===== config.mk =====
export PLATFORM = sky130hd
export DESIGN_NAME = mskg_arb
export DESIGN_NICKNAME = d
export VERILOG_FILES = /design/src/rtl/mskg_arb.sv
export SDC_FILE = /design/constraint.sdc
export NUM_CORES = 1
export LEC_CHECK = 0
export ABC_CLOCK_PERIOD_IN_PS = 3900
export CAP_MARGIN = 20
export CORE_UTILIZATION = 43
export CTS_BUF_LIST = sky130_fd_sc_hd__clkbuf_16
export DETAILED_ROUTE_END_ITERATION = 10
export PLACE_DENSITY = 0.8
export SLEW_MARGIN = 30
export SYNTH_ARGS = -nofsm -noshare
export SYNTH_HDL_FRONTEND = slang
export SYNTH_SLANG_ARGS = --single-unit
export TNS_END_PERCENT = 20

===== constraint.sdc =====
create_clock -name clk -period 3.9 [get_ports clk]
set_input_delay 0.39 -clock clk [delete_from_list [all_inputs] [get_ports clk]]
set_output_delay 0.39 -clock clk [all_outputs]
set_load 0.005 [all_outputs]

===== src/rtl/mskg_arb.sv =====
// Purpose: round-robin arbiter that lets two requesters share one clocked field-mask generator.
// Latency: req sampled at edge N -> gnt during N..N+1 -> done/result/err during N+1..N+2; one field per 3 cycles.
// Backpressure: the loser's level request stays pending and is served from the next IDLE; in-flight fields are latched at grant.
module mskg_arb (
    input  logic        clk,
    input  logic        reset_n,
    input  logic        req_a,
    input  logic        req_b,
    input  logic [4:0]  pos_a,
    input  logic [4:0]  pos_b,
    input  logic [5:0]  len_a,
    input  logic [5:0]  len_b,
    input  logic [31:0] msk,
    output logic        gnt_a,
    output logic        gnt_b,
    output logic        done_a,
    output logic        done_b,
    output logic [31:0] result,
    output logic        err,
    output logic        busy,
    output logic [4:0]  mskl,
    output logic [4:0]  mskr
);

    typedef enum logic [1:0] {
        IDLE  = 2'd0,
        ISSUE = 2'd1,
        DONE  = 2'd2
    } state_t;

    state_t      state;
    state_t      state_nxt;

    logic        win_b;      // winner of the operation in flight (1 = B)
    logic        last_b;     // last served requester (1 = B)
    logic        ill_q;      // latched legality of the in-flight field
    logic        err_q;      // err value captured with result

    logic        start;
    logic        sel_b;
    logic [4:0]  sel_pos;
    logic [5:0]  sel_len;
    logic [6:0]  sum7;
    logic        sel_ill;
    logic [4:0]  end5;
    logic [4:0]  mskl_nxt;

    // Winner select, legality check and left-edge address for the field about to be granted
    always_comb begin
        start    = (state == IDLE) && (req_a || req_b);
        // B wins when alone, or on a tie when A was the last one served
        sel_b    = req_b && (!req_a || !last_b);
        sel_pos  = sel_b ? pos_b : pos_a;
        sel_len  = sel_b ? len_b : len_a;
        sum7     = {2'b00, sel_pos} + {1'b0, sel_len};
        sel_ill  = (sel_len == 6'd0) || (sel_len > 6'd32) || (sum7 > 7'd32);
        // Exact for every legal field (pos+len-1 <= 31, incl. pos=0/len=32)
        end5     = sel_pos + sel_len[4:0] - 5'd1;
        // Illegal fields never wrap: zero length points at pos, overruns clamp to bit 31
        if (!sel_ill)
            mskl_nxt = end5;
        else if (sel_len == 6'd0)
            mskl_nxt = sel_pos;
        else
            mskl_nxt = 5'd31;
    end

    // FSM state register
    always_ff @(posedge clk or negedge reset_n) begin
        if (!reset_n)
            state <= IDLE;
        else
            state <= state_nxt;
    end

    // FSM next state: one cycle each in ISSUE and DONE
    always_comb begin
        state_nxt = state;
        case (state)
            IDLE:    if (start) state_nxt = ISSUE;
            ISSUE:   state_nxt = DONE;
            DONE:    state_nxt = IDLE;
            default: state_nxt = IDLE;
        endcase
    end

    // Grant-time latching: winner, pointer, PROM addresses and legality
    always_ff @(posedge clk or negedge reset_n) begin
        if (!reset_n) begin
            win_b  <= 1'b0;
            last_b <= 1'b1;
            ill_q  <= 1'b0;
            mskl   <= 5'd0;
            mskr   <= 5'd0;
        end else if (start) begin
            win_b  <= sel_b;
            last_b <= sel_b;
            ill_q  <= sel_ill;
            mskl   <= mskl_nxt;
            mskr   <= sel_pos;
        end
    end

    // Result capture on the ISSUE->DONE edge; msk has settled on the falling edge inside ISSUE
    always_ff @(posedge clk or negedge reset_n) begin
        if (!reset_n) begin
            result <= 32'd0;
            err_q  <= 1'b0;
        end else if (state == ISSUE) begin
            result <= ill_q ? 32'd0 : msk;
            err_q  <= ill_q;
        end
    end

    // Pulse outputs decoded from state and the latched winner
    always_comb begin
        busy   = (state != IDLE);
        gnt_a  = (state == ISSUE) && !win_b;
        gnt_b  = (state == ISSUE) &&  win_b;
        done_a = (state == DONE)  && !win_b;
        done_b = (state == DONE)  &&  win_b;
        err    = (state == DONE)  &&  err_q;
    end

endmodule


==> results of run 1 <==
-- cell type report --
| type | count | area, um^2 |
|---|---|---|
| Fill cell | 475 | 2010 |
| Sequential cell | 48 | 1200 |
| Tap cell | 75 | 93.8 |
| Clock buffer | 5 | 125 |
| Inverter | 19 | 71.3 |
| Clock inverter | 3 | 42.5 |
| Multi-Input combinational cell | 213 | 1300 |
| Timing Repair Buffer | 108 | 1070 |
-- power groups by stage --
stage	logic (W)	clock network, W	registers [W]
after global placement	0.00102	0	0.000806
after global routing	0.00116	0.000517	0.000827
after CTS	0.00106	0.000491	0.000803
final	0.00105	0.000481	0.000798
after detailed placement	0.00105	0	0.000809
after floorplan	0.000559	0	0.000776
-- per-stage QoR --
step                worst slack (ns)  util [%]
floorplan                       1.10         -
global placement               0.619      63.1
global route                   0.596      66.0
CTS                            0.770      66.0
detailed placement             0.477      63.1
finish                         0.749      66.0
-- cell usage in the layout, fill, tap and decap left out, types with 2 or more instances in the layout --
| cell type | netlist | layout |
|---|---|---|
| nand3_1 | 8 | 8 |
| a21o_1 | 2 | 2 |
| a21oi_1 | 15 | 15 |
| nand2_1 | 48 | 48 |
| xnor2_1 | 6 | 6 |
| buf_4 | 0 | 4 |
| or4_4 | 2 | 2 |
| mux2i_1 | 5 | 5 |
| dfrtp_1 | 47 | 47 |
| inv_1 | 19 | 19 |
| clkdlybuf4s50_1 | 0 | 104 |
| ha_1 | 12 | 12 |
| nand2b_1 | 33 | 32 |
| nor3_1 | 3 | 3 |
| nor3b_1 | 2 | 2 |
| xor2_1 | 2 | 2 |
| o21ai_0 | 39 | 39 |
| clkbuf_16 | 0 | 5 |
| nor2_1 | 15 | 15 |
-- registers in the layout (all words and copies together) (netlist names) --
signal / flops
err_q: 1
last_b: 1
win_b: 1
ill_q: 1
state: 2
mskl: 5
mskr: 5
result: 32
-- worst paths after layout --
path                                  startpoint                      to
max                                        req_a     mskl[4]$_DFFE_PN0P_
min                                      reset_n  result[26]$_DFFE_PN0N_
max reg2reg                   last_b$_DFFE_PN1P_     mskl[4]$_DFFE_PN0P_
min reg2reg                result[5]$_DFFE_PN0N_   result[5]$_DFFE_PN0N_
max in group asynchronous                reset_n     mskl[0]$_DFFE_PN0P_
min in group clk           result[5]$_DFFE_PN0N_   result[5]$_DFFE_PN0N_
-- worst register-to-register path: cells and delay by family (launching register included) --
family	cells	cell delay, ns
mux	1	0.42
simple gates	2	0.46
fa+ha+maj	2	0.57
compound gates	4	0.94
flops	1	0.55
-- layer usage --
metal	track usage (%)	up-vias	wire, um
met5	0	-	0
met4	10.0	0	176
met3	2.61	17	317
met2	37.6	73	3550
met1	24.9	1137	2690
li1	-	1177	-
-- cells by family (layout without fill, tap and decap cells) --
logic type / Yosys count / in the layout / share of synthesized area [%]
AOI/OAI and AO/OA: 68 / 68 / 15.1
xor gates and xnor gates: 8 / 8 / 2.67
buffers and inverters: 33 / 135 / 4.86
DFF: 48 / 48 / 45.8
muxes: 7 / 7 / 2.86
adders and majority gates: 13 / 13 / 6.48
and+or+nand+nor: 117 / 117 / 22.2
==> results.md, run 1 <==
* # port buffers at 105
* Crit path launch type: input port
* Via count at 2,404
* Skew-Pair Late Insertion Delay at 0.28 ns
* Post-CTS Setup Inserts at 0
* Yosys top cell by area: dfrtp_1
* Final period util at 80.8%
* Max-slew headroom at 47.8%
* Synth Register Bits at 48
* Full die area at 0.00643 mm^2
* Switching power at 0.000785 W
* Switching Fraction at 33.7%
* Top post-synthesis cells by area: dfrtp_1, nand2b_1, o21ai_0
* R2r setup slk at 0.85 ns
* Total negative slack at 0 ns
* Total congestion overflow at 0
* Final Hold Fails at 0
* TritonCTS buffer count at 5
* WP data arrival at 3.30 ns
* Status: finished clean
* Tmin final at 3.15 ns
* Router iterations before antenna repair at 4
* Cells after Synth at 294
* GPL Wtd Cong at 0.858
* Peak supply drop at 0.378 mV
* Placement Cell Area at 0.00374 mm^2
* DRT Wirelength at 6730 um
* CP cell instances: clkdlybuf4s50_1 > a21bo_2 > mux2i_1 > ha_1 > ha_1 > or3_1 > a211oi_1 > nand3_1 > a21oi_4 > a21oi_1
* Drt drc at 0
* First-pass GRT wire length at 10,400 um
* Share of the synthesized area in the top cell type at 44.8%
* ANT nets after route at 0
* Area Growth Syn to Fin at 48.7%
* DR WL/cell at 14.3 um
* Most common cell in the netlist: nand2_1
* Hold/Removal Path Class: in2async
* Antenna Diode Count at 0
* Leakage at 1.67 nW
* Clock Tree Buf Depth at 2
* Yosys warning count at 0
* HPWL after detailed placement at 4870 um
* Final hold slack at 0.118 ns
* # H-tree levels at 2
* Slew Viols, Final at 0
* Mean post-synth cell area at 8.94 um^2
* Max stage delay cell, worst path: clkdlybuf4s50_1
* Total power at 0.00233 W
* Core area at 0.00592 mm^2
* Cell Int Power at 0.00155 W
* Setup Skew at 0.00639 ns
* Max Cap Violations at 0
* CP Capture Type: flop
* Clock transition at the registers of the reported paths at 0.07 ns
* Cell Rows at 28
* Initial Utilization at 44.4%
* FF-to-FF path depth at 9
* Largest stage delay, worst path at 0.51 ns
* Largest net degree at the start of global routing at 69
* Post-synth EDFFs at 0
* Worst-path fanout max at 14
* Initial antenna violation count at 0
* Post-CTS Hold Fix Bufs at 0
* WP data required at 4.05 ns
* Ports at 106
* Via density at 5.10
* P per Cell Area at 597 mW/mm^2
* Layout cells sized above 1 at 6.06%
* Die H at 80.2 um
* Top cell by count, worst path: ha_1
* Combinational share of power at 45.2%
* CTS tree: done
* Nets@finish at 466
* Most common library cells after synthesis: nand2_1, dfrtp_1, o21ai_0
* Syn Nets at 365
* Netlist cell types at 40
* Worst path top cell family by delay: compound AO/OA/AOI/OAI gates
* Vias in the first global route at 2,285
* Final Non-Filler Cells at 471
* Clk network pwr share at 20.6%
* Initial DRC count at 128
* CP bufs+invs at 1
* Max Clk Rate at 0.317 GHz
* Main flop type after synthesis: dfrtp_1
* Sequential area share after synthesis at 45.8%
* Worst Tran Pin Value at 0.782 ns
* RSZ-0062 raised after global routing: no
* Critical path type: in2reg
* Post-synthesis instance area at 0.00263 mm^2
* Total GRT Usage at 21.1%
* Sequential share of power at 34.2%
* Placed cell count at 463
* Ys async rst share at 100%
* Post-CTS sizing at 0
* Clk root buf: clkbuf_16
* Final setup viols at 0
* Clock sink count at 48
* Cell count along the critical path at 10
* Final instance area at 0.00391 mm^2
* Die Span X at 80.2 um
(Power assumes the default switching activity.)
==> run 2, diff against run 1 <==
- ABC_CLOCK_PERIOD_IN_PS: 3900 -> 2600
- CORE_UTILIZATION: 43 -> 39
- PLACE_DENSITY: 0.8 -> 0.76
- clock period: 3.9 -> 2.6 ns (I/O delays scaled with it)
==> run 2 against run 1 <==
The run now ends with DRC, setup timing left. Sequential cell count unchanged. Worst hold slack better by 0.33 ns. Utilization down 1.2 points. Count of clock-buffer cells in the layout unchanged. Total power up 56%. Register-to-register slack worse by 0.90 ns. Sequential power up 50%. Die area up 10%. Clock power up 46%. Sequential share of layout area down 1.9 points. Final cell count up 4.9%. Largest power group unchanged. Highest routed layer unchanged.
==> results.md, run 2 (synthesis results as in run 1) <==
* Top Registers: result: 32 flops, mskl: 5 flops, mskr: 5 flops
* Reg with most FFs: result
* Full die area at 0.00707 mm^2 (+10%)
* Total power at 0.00363 W (+56%)
* Max Clk Rate at 0.377 GHz
* Clock sink count at 48 (unchanged)
* R2r setup slk at -0.05 ns (-0.90 ns)
* Core area at 0.00642 mm^2 (+8.5%)
* Final core utilization at 64.8% (-1.2 points)
* Reg area at 0.00120 mm^2 (unchanged)
* Multi-input logic area at 0.00140 mm^2 (+7.6%)
* Placement Cell Area at 0.00390 mm^2 (+4.4%)
* Initial antenna violation count at 0 (unchanged)
* Ports at 106 (unchanged)
* Worst-path fanout max at 8 (-6)
* DRT Wirelength at 6790 um (+0.88%)
* Setup Skew at 0.00606 ns (-0.000324 ns)
* ANT nets after route at 0 (unchanged)
* Clk network pwr share at 19.4% (-1.2 points)
* RR Startpoint: last_b$_DFFE_PN1P_
* Final Non-Filler Cells at 494 (+4.9%)
* TritonCTS buffer count at 5 (unchanged)
* Placed cell count at 482 (+4.1%)
* Sequential share of power at 33.0% (-1.2 points)
* CTS tree: done
* Final Hold Fails at 0 (unchanged)
* Initial DRC count at 189 (+48%)
* # H-tree levels at 2 (unchanged)
* Crit path launch type: flop
* Max Cap Violations at 0 (unchanged)
* Setup crit start: last_b$_DFFE_PN1P_
* Area Growth Syn to Fin at 58.4%
* Via density at 4.88 (-4.3%)
* Clock transition at the registers of the reported paths at 0.06 ns (about the same)
* Status: complete, but fails checks
* Switching Fraction at 33.3% (-0.36 points)
* Final setup viols at 6 (+6)
* Die H at 84.1 um (+4.9%)
* Max-slew headroom at 45.9% (-1.9 points)
* CP Capture Type: flop
* # fillers at 523 (+10%)
* Tmin final at 2.65 ns
* DR WL/cell at 13.7 um (-3.8%)
* WP data required at 2.76 ns (-1.29 ns)
* Commonest non-fill, non-tap cell in the layout: clkdlybuf4s50_1
* GPL Wtd Cong at 0.886 (+3.3%)
* Failing checks: DRC, setup timing
* Critical path type: reg2reg
* Terminus of the critical flop-to-flop path: mskl[0]$_DFFE_PN0P_
* Nets@finish at 487 (+4.5%)
* Antenna Diode Count at 0 (unchanged)
* Cell Int Power at 0.00242 W (+57%)
* Final instance area at 0.00416 mm^2 (+6.6%)
* Vias in the first global route at 2,398 (+4.9%)
* Via count at 2,412 (+0.33%)
* Crit path capture: mskl[0]$_DFFE_PN0P_
* Leakage at 1.77 nW (+6.2%)
* Clk root buf: clkbuf_16
* Commonest cells after routing, fill and taps aside: clkdlybuf4s50_1, nand2_1, dfrtp_1
* WP data arrival at 2.82 ns (-0.48 ns)
* Largest net degree at the start of global routing at 67 (-2.9%)
* Peak supply drop at 0.427 mV (+13%)
* Skew-Pair Late Insertion Delay at 0.28 ns (about the same)
* Final period util at 102%
* P per Cell Area at 873 mW/mm^2 (+46%)
* Final hold slack at 0.452 ns (+0.334 ns)
* Max reg flops at 32 (unchanged)
* RSZ-0062 raised after global routing: yes
* Cell Rows at 29 (+3.6%)
* First-pass GRT wire length at 11,400 um (+9.0%)
* # port buffers at 105 (unchanged)
* Die Span X at 84.1 um (+4.9%)
* Slew Viols, Final at 0 (unchanged)
* Combinational share of power at 47.7% (+2.5 points)
* Layout cells sized above 1 at 12.9% (+6.9 points)
* Clock Tree Buf Depth at 2 (unchanged)
* Total congestion overflow at 0 (unchanged)
* Total GRT Usage at 20.1% (-0.94 points)
* Drt drc at 14 (+14)
* HPWL after detailed placement at 5120 um (+5.1%)
* Worst Tran Pin Value at 0.811 ns (+0.0289 ns)
* Switching power at 0.00121 W (+54%)
* FF-to-FF path depth at 10 (+1)
* Initial Utilization at 40.9% (-3.5 points)
* Hold/Removal Path Class: in2async
* Final critical-path setup slack at -0.0517 ns (-0.801 ns)
* Router iterations before antenna repair at 9 (+5)
[run 2: changes by cell type in the layout (fill, tap and decap cells not counted), sizes merged]
| cell | before | now |
|---|---|---|
| dlygate4sd3 | 0 | 1 |
| buf | 4 | 24 |
| clkdlybuf4s50 | 104 | 103 |
| dlygate4sd2 | 0 | 1 |
[run 2: power by group through the flow]
stage	logic, W	registers (W)	clock network [W]
final	0.00173	0.00120	0.000703
after global routing	0.00190	0.00124	0.000760
after CTS	0.00174	0.00120	0.000728
after detailed placement	0.00166	0.00121	0
after global placement	0.00163	0.00121	0
after floorplan	0.000860	0.00116	0
[run 2: worst min-delay path by stage]
| stage | from | end | slack (ns) |
|---|---|---|---|
| global route | reset_n | result[23]$_DFFE_PN0N_ | 0.49 |
| finish | reset_n | result[20]$_DFFE_PN0N_ | 0.45 |
| global placement | reset_n | result[23]$_DFFE_PN0N_ | 0.20 |
| detailed placement | reset_n | result[23]$_DFFE_PN0N_ | 0.21 |
| CTS | reset_n | result[23]$_DFFE_PN0N_ | 0.44 |
| floorplan | reset_n | err_q$_DFFE_PN0N_ | -0.04 |
[run 2: worst max-delay path, stage by stage, from the launching register on]
cell	delay, ns
dfstp_2	0.54
a21bo_4	0.23
mux2i_4	0.31
ha_4	0.24
buf_4	0.13
a211o_1	0.27
a21oi_2	0.15
o311ai_1	0.12
xnor2_1	0.19
a21oi_4	0.26
a21oi_1	0.10
[run 2: what timing repair did]
item,in CTS,in global routing
pin swaps,11,2
endpoints found under the setup margin,6,6
setup buffers,3,0
gates resized for setup,12,2
endpoints found under the hold margin,16,0
hold buffers,1,0
[run 2: per-layer routing]
layer  vias up  wire [um]  GRT usage (%)
met2        68       3370           34.1
met5         -          0              0
met3        14        272           3.46
li1       1216          -              -
met1      1114       2970           25.6
met4         0        170           7.68
[run 2: through the flow]
step | setup slack (ns) | setup TNS (ns)
after floorplan | 0.00547 | 0
after global placement | -0.327 | -1.93
after detailed placement | -0.406 | -2.38
after CTS | -0.0340 | -0.181
after global routing | -0.174 | -0.936
final | -0.0517 | -0.276
[run 2: area by class of cell]
class | instances | area share (%)
Timing Repair Buffer | 129 | 29.6
Tap cell | 77 | 2.31
Sequential cell | 48 | 28.9
Clock buffer | 5 | 3.01
Inverter | 19 | 1.71
Multi-Input combinational cell | 213 | 33.6
Clock inverter | 3 | 0.902
